<file path="src/rtl/kamus_pkg.sv">
// -----------------------------------------------------------------------------
// kamus_pkg
// Shared types for the kamus-v load/store unit: LSU operation codes, the LSU
// FSM state set, access-size encoding and small op-decoding helpers.
// -----------------------------------------------------------------------------
package kamus_pkg;

    typedef enum logic [3:0] {
        LSU_NONE,
        LB, LH, LW, LBU, LHU, LWU, LD,
        SB, SH, SW, SD
    } lsu_op_e;

    typedef enum logic [1:0] {
        IDLE,
        REQ,
        RESP
    } lsu_state_e;

    localparam logic [1:0] SZ_B = 2'd0;
    localparam logic [1:0] SZ_H = 2'd1;
    localparam logic [1:0] SZ_W = 2'd2;
    localparam logic [1:0] SZ_D = 2'd3;

    // Doubleword ops and LWU have no meaning on a 32-bit datapath.
    function automatic lsu_op_e op_legalize(input lsu_op_e op, input int xlen);
        if ((xlen == 32) && ((op == LWU) || (op == LD) || (op == SD)))
            return LSU_NONE;
        return op;
    endfunction

    function automatic logic [1:0] op_size(input lsu_op_e op);
        case (op)
            LH, LHU, SH: return SZ_H;
            LW, LWU, SW: return SZ_W;
            LD, SD:      return SZ_D;
            default:     return SZ_B;
        endcase
    endfunction

    function automatic logic op_is_load(input lsu_op_e op);
        return (op == LB) || (op == LH) || (op == LW) || (op == LBU) ||
               (op == LHU) || (op == LWU) || (op == LD);
    endfunction

    function automatic logic op_is_store(input lsu_op_e op);
        return (op == SB) || (op == SH) || (op == SW) || (op == SD);
    endfunction

    function automatic logic op_signed(input lsu_op_e op);
        return (op == LB) || (op == LH) || (op == LW);
    endfunction

endpackage

</file>
<file path="src/rtl/kamus_lsu_align.sv">
// -----------------------------------------------------------------------------
// kamus_lsu_align
// Purely combinational lane alignment for the LSU.
//   i_op     : (legalised) LSU operation
//   i_off    : byte offset of the access within the XLEN-wide bus word
//   i_rs2    : store data from the register file
//   i_rdata  : raw read data from the data cache
//   o_be     : byte enables (size mask shifted to the offset)
//   o_wdata  : store data replicated across every lane
//   o_load   : load data shifted down and sign/zero-extended to XLEN
//   o_misal  : access not naturally aligned for its size
// -----------------------------------------------------------------------------
module kamus_lsu_align
    import kamus_pkg::*;
#(
    parameter int XLEN = 32,
    localparam int NB = XLEN / 8,
    localparam int OW = $clog2(NB)
) (
    input  lsu_op_e         i_op,
    input  logic [OW-1:0]   i_off,
    input  logic [XLEN-1:0] i_rs2,
    input  logic [XLEN-1:0] i_rdata,
    output logic [NB-1:0]   o_be,
    output logic [XLEN-1:0] o_wdata,
    output logic [XLEN-1:0] o_load,
    output logic            o_misal
);

    logic [1:0]      w_sz;
    logic            w_sgn;
    logic [NB-1:0]   w_mask;
    logic [XLEN-1:0] w_shift;

    always_comb begin
        w_sz    = op_size(i_op);
        w_sgn   = op_signed(i_op);
        w_mask  = '0;
        o_wdata = i_rs2;
        o_load  = '0;
        o_misal = 1'b0;
        w_shift = i_rdata >> {i_off, 3'b000};

        case (w_sz)
            SZ_B: begin
                w_mask  = NB'(1);
                o_wdata = {NB{i_rs2[7:0]}};
                o_load  = w_sgn ? XLEN'($signed(w_shift[7:0])) : XLEN'(w_shift[7:0]);
            end
            SZ_H: begin
                w_mask  = NB'(3);
                o_wdata = {(NB/2){i_rs2[15:0]}};
                o_load  = w_sgn ? XLEN'($signed(w_shift[15:0])) : XLEN'(w_shift[15:0]);
                o_misal = i_off[0];
            end
            SZ_W: begin
                w_mask  = NB'(15);
                o_wdata = {(NB/4){i_rs2[31:0]}};
                o_load  = w_sgn ? XLEN'($signed(w_shift[31:0])) : XLEN'(w_shift[31:0]);
                o_misal = |i_off[1:0];
            end
            default: begin
                w_mask  = '1;
                o_wdata = i_rs2;
                o_load  = w_shift;
                o_misal = |i_off;
            end
        endcase

        o_be = w_mask << i_off;
    end

endmodule

</file>
<file path="src/rtl/kamus_lsu.sv">
// -----------------------------------------------------------------------------
// kamus_lsu
// Load/store unit and MEM/WB register for the kamus-v pipeline. Issues data
// cache requests over req/gnt/rvalid, stalls upstream while an access is
// outstanding, and flags misaligned accesses without issuing them.
//   clk_i, rst_i             : clock, async active-high reset
//   valid_i, lsu_op_i        : EX/MEM instruction valid and LSU operation
//   addr_i, rs2_data_i       : effective address and store data
//   regfile_wr_en_i, wb_mux_sel_i, rd_addr_i : WB controls passed through
//   stall_o                  : combinational upstream hold
//   dmem_*                   : data cache request / grant / response
//   *_memwb_o, memwb_valid_o : MEM/WB register
//   misaligned_o             : one-cycle pulse aligned with MEM/WB
// -----------------------------------------------------------------------------
module kamus_lsu
    import kamus_pkg::*;
#(
    parameter int XLEN = 32,
    parameter int AW   = 32
) (
    input  logic                clk_i,
    input  logic                rst_i,
    input  logic                valid_i,
    input  lsu_op_e             lsu_op_i,
    input  logic [AW-1:0]       addr_i,
    input  logic [XLEN-1:0]     rs2_data_i,
    input  logic                regfile_wr_en_i,
    input  logic [1:0]          wb_mux_sel_i,
    input  logic [4:0]          rd_addr_i,
    output logic                stall_o,
    output logic                dmem_req_o,
    output logic                dmem_we_o,
    output logic [AW-1:0]       dmem_addr_o,
    output logic [XLEN/8-1:0]   dmem_be_o,
    output logic [XLEN-1:0]     dmem_wdata_o,
    input  logic                dmem_gnt_i,
    input  logic                dmem_rvalid_i,
    input  logic [XLEN-1:0]     dmem_rdata_i,
    output logic                memwb_valid_o,
    output logic                regfile_wr_en_memwb_o,
    output logic [XLEN-1:0]     alu_memwb_o,
    output logic [XLEN-1:0]     load_data_memwb_o,
    output logic [1:0]          wb_mux_sel_memwb_o,
    output logic [4:0]          rd_addr_memwb_o,
    output logic                misaligned_o
);

    localparam int NB = XLEN / 8;
    localparam int OW = $clog2(NB);

    lsu_state_e      r_state;
    lsu_state_e      w_state_nxt;
    lsu_op_e         w_op;
    logic            w_ld;
    logic            w_st;
    logic            w_mem_op;
    logic            w_misal;
    logic            w_issue;
    logic            w_req;
    logic            w_done;
    logic            w_stall;
    logic [XLEN-1:0] w_load;

    logic            r_valid;
    logic            r_wr_en;
    logic [XLEN-1:0] r_alu;
    logic [XLEN-1:0] r_load;
    logic [1:0]      r_wb_sel;
    logic [4:0]      r_rd;
    logic            r_misal;

    assign w_op     = op_legalize(lsu_op_i, XLEN);
    assign w_ld     = op_is_load(w_op);
    assign w_st     = op_is_store(w_op);
    assign w_mem_op = valid_i & (w_ld | w_st);
    assign w_issue  = w_mem_op & ~w_misal;

    kamus_lsu_align #(
        .XLEN (XLEN)
    ) u_align (
        .i_op    (w_op),
        .i_off   (addr_i[OW-1:0]),
        .i_rs2   (rs2_data_i),
        .i_rdata (dmem_rdata_i),
        .o_be    (dmem_be_o),
        .o_wdata (dmem_wdata_o),
        .o_load  (w_load),
        .o_misal (w_misal)
    );

    always_ff @(posedge clk_i or posedge rst_i) begin
        if (rst_i) r_state <= IDLE;
        else       r_state <= w_state_nxt;
    end

    always_comb begin
        w_state_nxt = r_state;
        unique case (r_state)
            IDLE: begin
                if (w_issue) begin
                    if (!dmem_gnt_i) w_state_nxt = REQ;
                    else if (w_ld)   w_state_nxt = RESP;
                end
            end
            REQ:     if (dmem_gnt_i)    w_state_nxt = w_ld ? RESP : IDLE;
            RESP:    if (dmem_rvalid_i) w_state_nxt = IDLE;
            default: w_state_nxt = IDLE;
        endcase
    end

    // Request/done decode; rvalid only matters in RESP, gnt only while requesting.
    always_comb begin
        w_req  = 1'b0;
        w_done = 1'b0;
        unique case (r_state)
            IDLE:    w_req  = w_issue;
            REQ:     w_req  = 1'b1;
            RESP:    w_done = dmem_rvalid_i;
            default: ;
        endcase
        if (w_req && w_st && dmem_gnt_i) w_done = 1'b1;
        w_stall = w_mem_op & ~w_misal & ~w_done;
    end

    assign dmem_req_o  = w_req & ~rst_i;
    assign dmem_we_o   = w_st & dmem_req_o;
    assign stall_o     = w_stall & ~rst_i;
    assign dmem_addr_o = {addr_i[AW-1:OW], {OW{1'b0}}};

    // When not stalled the op is either non-mem, misaligned or completing.
    always_ff @(posedge clk_i or posedge rst_i) begin
        if (rst_i) begin
            r_valid  <= 1'b0;
            r_wr_en  <= 1'b0;
            r_alu    <= '0;
            r_load   <= '0;
            r_wb_sel <= '0;
            r_rd     <= '0;
            r_misal  <= 1'b0;
        end else begin
            r_misal <= 1'b0;
            if (w_stall) begin
                r_valid <= 1'b0;
                r_wr_en <= 1'b0;
            end else begin
                r_valid  <= valid_i;
                r_wr_en  <= regfile_wr_en_i;
                r_alu    <= XLEN'(addr_i);
                r_wb_sel <= wb_mux_sel_i;
                r_rd     <= rd_addr_i;
                r_load   <= '0;
                if (w_mem_op && w_misal) begin
                    r_wr_en <= 1'b0;
                    r_misal <= 1'b1;
                end else if (w_done && w_ld) begin
                    r_load <= w_load;
                end
            end
        end
    end

    assign memwb_valid_o         = r_valid;
    assign regfile_wr_en_memwb_o = r_wr_en;
    assign alu_memwb_o           = r_alu;
    assign load_data_memwb_o     = r_load;
    assign wb_mux_sel_memwb_o    = r_wb_sel;
    assign rd_addr_memwb_o       = r_rd;
    assign misaligned_o          = r_misal;

endmodule

</file>
<file path="config.mk">
export PLATFORM = sky130hd
export DESIGN_NAME = kamus_lsu
export DESIGN_NICKNAME = d
export VERILOG_FILES = /design/src/rtl/kamus_pkg.sv /design/src/rtl/kamus_lsu_align.sv /design/src/rtl/kamus_lsu.sv
export SDC_FILE = /design/constraint.sdc
export NUM_CORES = 1
export LEC_CHECK = 0
export BUFFER_PORTS_ARGS = -buffer_cell sky130_fd_sc_hd__buf_2
export CAP_MARGIN = 20
export CORE_MARGIN = 4
export CORE_UTILIZATION = 40
export CTS_BUF_LIST = sky130_fd_sc_hd__clkbuf_8 sky130_fd_sc_hd__clkbuf_16
export DETAILED_ROUTE_END_ITERATION = 7
export PLACE_DENSITY = 0.86
export SYNTH_ARGS = -nofsm -noshare
export SYNTH_HDL_FRONTEND = slang
export SYNTH_SLANG_ARGS = --single-unit
</file>
<file path="constraint.sdc">
create_clock -name clk_i -period 2.15 [get_ports clk_i]
set_input_delay 0.1075 -clock clk_i [delete_from_list [all_inputs] [get_ports clk_i]]
set_output_delay 0.1075 -clock clk_i [all_outputs]
set_load 0.05 [all_outputs]
</file>
==> reports/qor.csv <==
stage,metric,value,unit
worst_hold_path,HP Class,input pin to flip-flop,
synth,Post-Syn Area,4470,µm²
global_routing,gr usage total,22.6,%
sta,Final WS setup,0.166,ns
synth,Synthesis Warnings,0,
synth,Mapped Cells,410,
route,Routed WL,14600,µm
setup_path,CP max FO,16,
synth,Mean Syn Cell Area,10.9,µm²
cts,CTS Buf Count,9,
place,PortBufs,255,
cts,CTS Buffer Depth,2,
flow_run,Max Cap Viol,0,
global_routing,initial antenna violation count,2,
synth,leading area contributor after synthesis,dfrtp_1,
floorplan,area of the core,10900,µm²
place,hpwl dp,11000,µm
route,vias post-DR,4150,
setup_path,CP arrival,2.27,ns
cells_and_area,synthesis-to-layout area growth,36.9,%
synth,Synth async-reset ratio,100,%
setup_path,worst path required time,2.43,ns
pwr,switching share of power,38.4,%
cts,H-tree depth,3,
setup_path,Setup CP Type,flip-flop to flip-flop,
synth,most common cell in the synthesized netlist,dfrtp_1,
synth,top post-synthesis cells by area,"dfrtp_1 (43%), mux2_4 (12%), buf_4 (6.9%)",
place,Placed Area,5610,µm²
pwr,Gate power share,36.7,%
synth,Yosys cell types,50,
cts,clock insertion delay at the later pin of the skew report,0.35,ns
cells_and_area,# nets final,762,
synth,post-synthesis sequential area ratio,42.5,%
pwr,part of the power in registers,36.7,%
run_status,status,finished clean,
floorplan,row count,38,
pwr,Leakage Power,3.21,nW
cells_and_area,final std cells w/o fill,796,
route,vias per cell,5.21,
route,initial DRC count,248,
pwr,Int Pwr,2.63,mW
floorplan,full die area,12900,µm²
pwr,Tot Pwr,4.26,mW
setup_path,crit end category,flip-flop,
cells_and_area,layout cells sized above 1,52.6,%
global_routing,pin count of the biggest net entering global routing,77,
sta,Slew Limit Fails,0,
place,pre-CTS setup slack,-0.0116,ns
cts,root buffer cell,clkbuf_8,
route,1st-pass router iterations,4,
sta,RSZ-0062 raised after global routing,no,
global_routing,vias in the first global route,4319,
setup_path,Worst path max stage delay,0.82,ns
global_routing,total congestion overflow,0,
sta,Fin. Hold Viols,0,
pwr,Peak VDD IR,431,µV
cts,clock tree from TritonCTS,yes,
pwr,PwrDens,696,nW/µm²
route,drt wl/cell,18.3,µm
floorplan,die width,114,µm
setup_path,CP cell instances,"nor2b_1, a31oi_2, nor3_2, a32o_1",
route,DRT antenna net count,0,
synth,#FFs+latches synth,76,
route,detailed-route DRC error count,0,
sta,relative slew slack,30.8,%
setup_path,Worst Setup Start Kind,flip-flop,
setup_path,CP max-delay cell,nor3_2,
place,cell total after placement,749,
cts,clock sink total,76,
cells_and_area,final core occ,56.2,%
synth,area share of the largest cell type after synthesis,42.5,%
floorplan,starting density of the core,41.1,%
synth,Post-synth top cells,"dfrtp_1 (76), nand2_1 (62), buf_4 (41)",
sta,final setup skew,0.0161,ns
sta,Worst-Margin Slew,1.03,ns
pwr,Clk pwr share,26.6,%
floorplan,I/O Pins,258,
cts,clk slew on worst S/H paths,0.08,ns
floorplan,die height,114,µm
cells_and_area,design area,6120,µm²
global_routing,first-pass GRT wire length,22800,µm
synth,main flop type after synthesis,dfrtp_1,
sta,final setup violating endpoints,0,
place,GPL Wtd Cong,0.880,
pwr,Sw Pwr,1.64,mW
cts,post-CTS setup buffers,0,
sta,fin crit period,1.98,ns
synth,Post-synth EDFFs,0,
sta,maximum clock frequency,504,MHz
sta,Tcrit/Tclk final,92.3,%
## timing repair
item / CTS / global route
endpoints found under the setup margin: 0 / 3
gates resized for setup: 0 / 1
hold buffers: 29 / 0
endpoints found under the hold margin: 29 / 0
## through the flow
step / hold WS (ns) / setup TNS [ns]
floorplan: 0.174 / 0
global placement: 0.275 / 0
detailed placement: 0.279 / -0.0336
CTS: 0.000161 / 0
global route: 0.00520 / 0
finish: 0.0208 / 0
## flip-flops by register name (all words and copies together) (netlist names)
register / flops
wb_mux_sel_memwb_o: 2
regfile_wr_en_memwb_o: 1
rd_addr_memwb_o: 5
alu_memwb_o: 32
memwb_valid_o: 1
load_data_memwb_o: 32
r_state: 2
misaligned_o: 1
## critical path, delay by kind of cell, from the launching register on
| family | cells | cell delay [ns] |
|---|---|---|
| AOI/OAI and AO/OA | 2 | 0.48 |
| DFF | 1 | 0.41 |
| and+or+nand+nor | 2 | 1.02 |
## final cells by class
class                           count  area (µm²)
Inverter                            2        11.3
Fill cell                         952        4760
Multi-Input combinational cell    262        2110
Antenna cell                        2        5.00
Clock inverter                      4        47.5
Sequential cell                    76        1900
Tap cell                          140         175
Timing Repair Buffer              298        1710
Clock buffer                       12         165
## cells by family after synthesis
| group | share of synthesized area [%] |
|---|---|
| compound gates | 15.1 |
| other cells | 0.0839 |
| mux | 19.3 |
| buf+inv | 10.9 |
| flops | 42.5 |
| xor+xnor | 0.392 |
| simple gates | 11.7 |
## worst paths after layout
path	cells after the start	slack (ns)	endpoint	from
hold / removal	2	0.02	alu_memwb_o[19]	addr_i[19]
setup / recovery	4	0.17	load_data_memwb_o[4]	r_state[1]
hold reg to reg	1	0.49	rd_addr_memwb_o[3]	rd_addr_memwb_o[3]
setup reg to reg	4	0.17	load_data_memwb_o[4]	r_state[1]
min in group asynchronous	3	0.10	r_state[0]	rst_i
max in group asynchronous	3	1.40	alu_memwb_o[21]	rst_i
## power by group through the flow
stage / Clock (mW) / Sequential [mW] / Combinational (mW)
3_3_place_gp: 0 / 1.58 / 1.50
5_1_grt: 1.23 / 1.58 / 1.65
4_1_cts: 1.17 / 1.56 / 1.57
2_1_floorplan: 0 / 1.90 / 0.853
3_5_place_dp: 0 / 1.59 / 1.52
6_report: 1.14 / 1.56 / 1.56
## cells in the final DEF (no fill, tap or decap), drive strengths merged, types with 12 or more instances in the layout
| master | synthesis | routed |
|---|---|---|
| nand2 | 62 | 62 |
| buf | 60 | 269 |
| dlygate4sd3 | 0 | 29 |
| a22o | 18 | 18 |
| dfrtp | 76 | 76 |
| o21ai | 12 | 12 |
| clkbuf | 11 | 12 |
| mux2 | 47 | 47 |
| a32o | 14 | 14 |
| mux2i | 17 | 17 |
## layer usage
| metal | global-route usage (%) | vias to the layer above | wire length [µm] |
|---|---|---|---|
| met4 | 10.2 | 0 | 389 |
| met1 | 26.4 | 1996 | 5540 |
| met2 | 40.1 | 219 | 7430 |
| met3 | 4.24 | 25 | 1240 |
| met5 | 0 | - | 0 |
| li1 | - | 1910 | - |
Power figures use the tool's default switching activity.
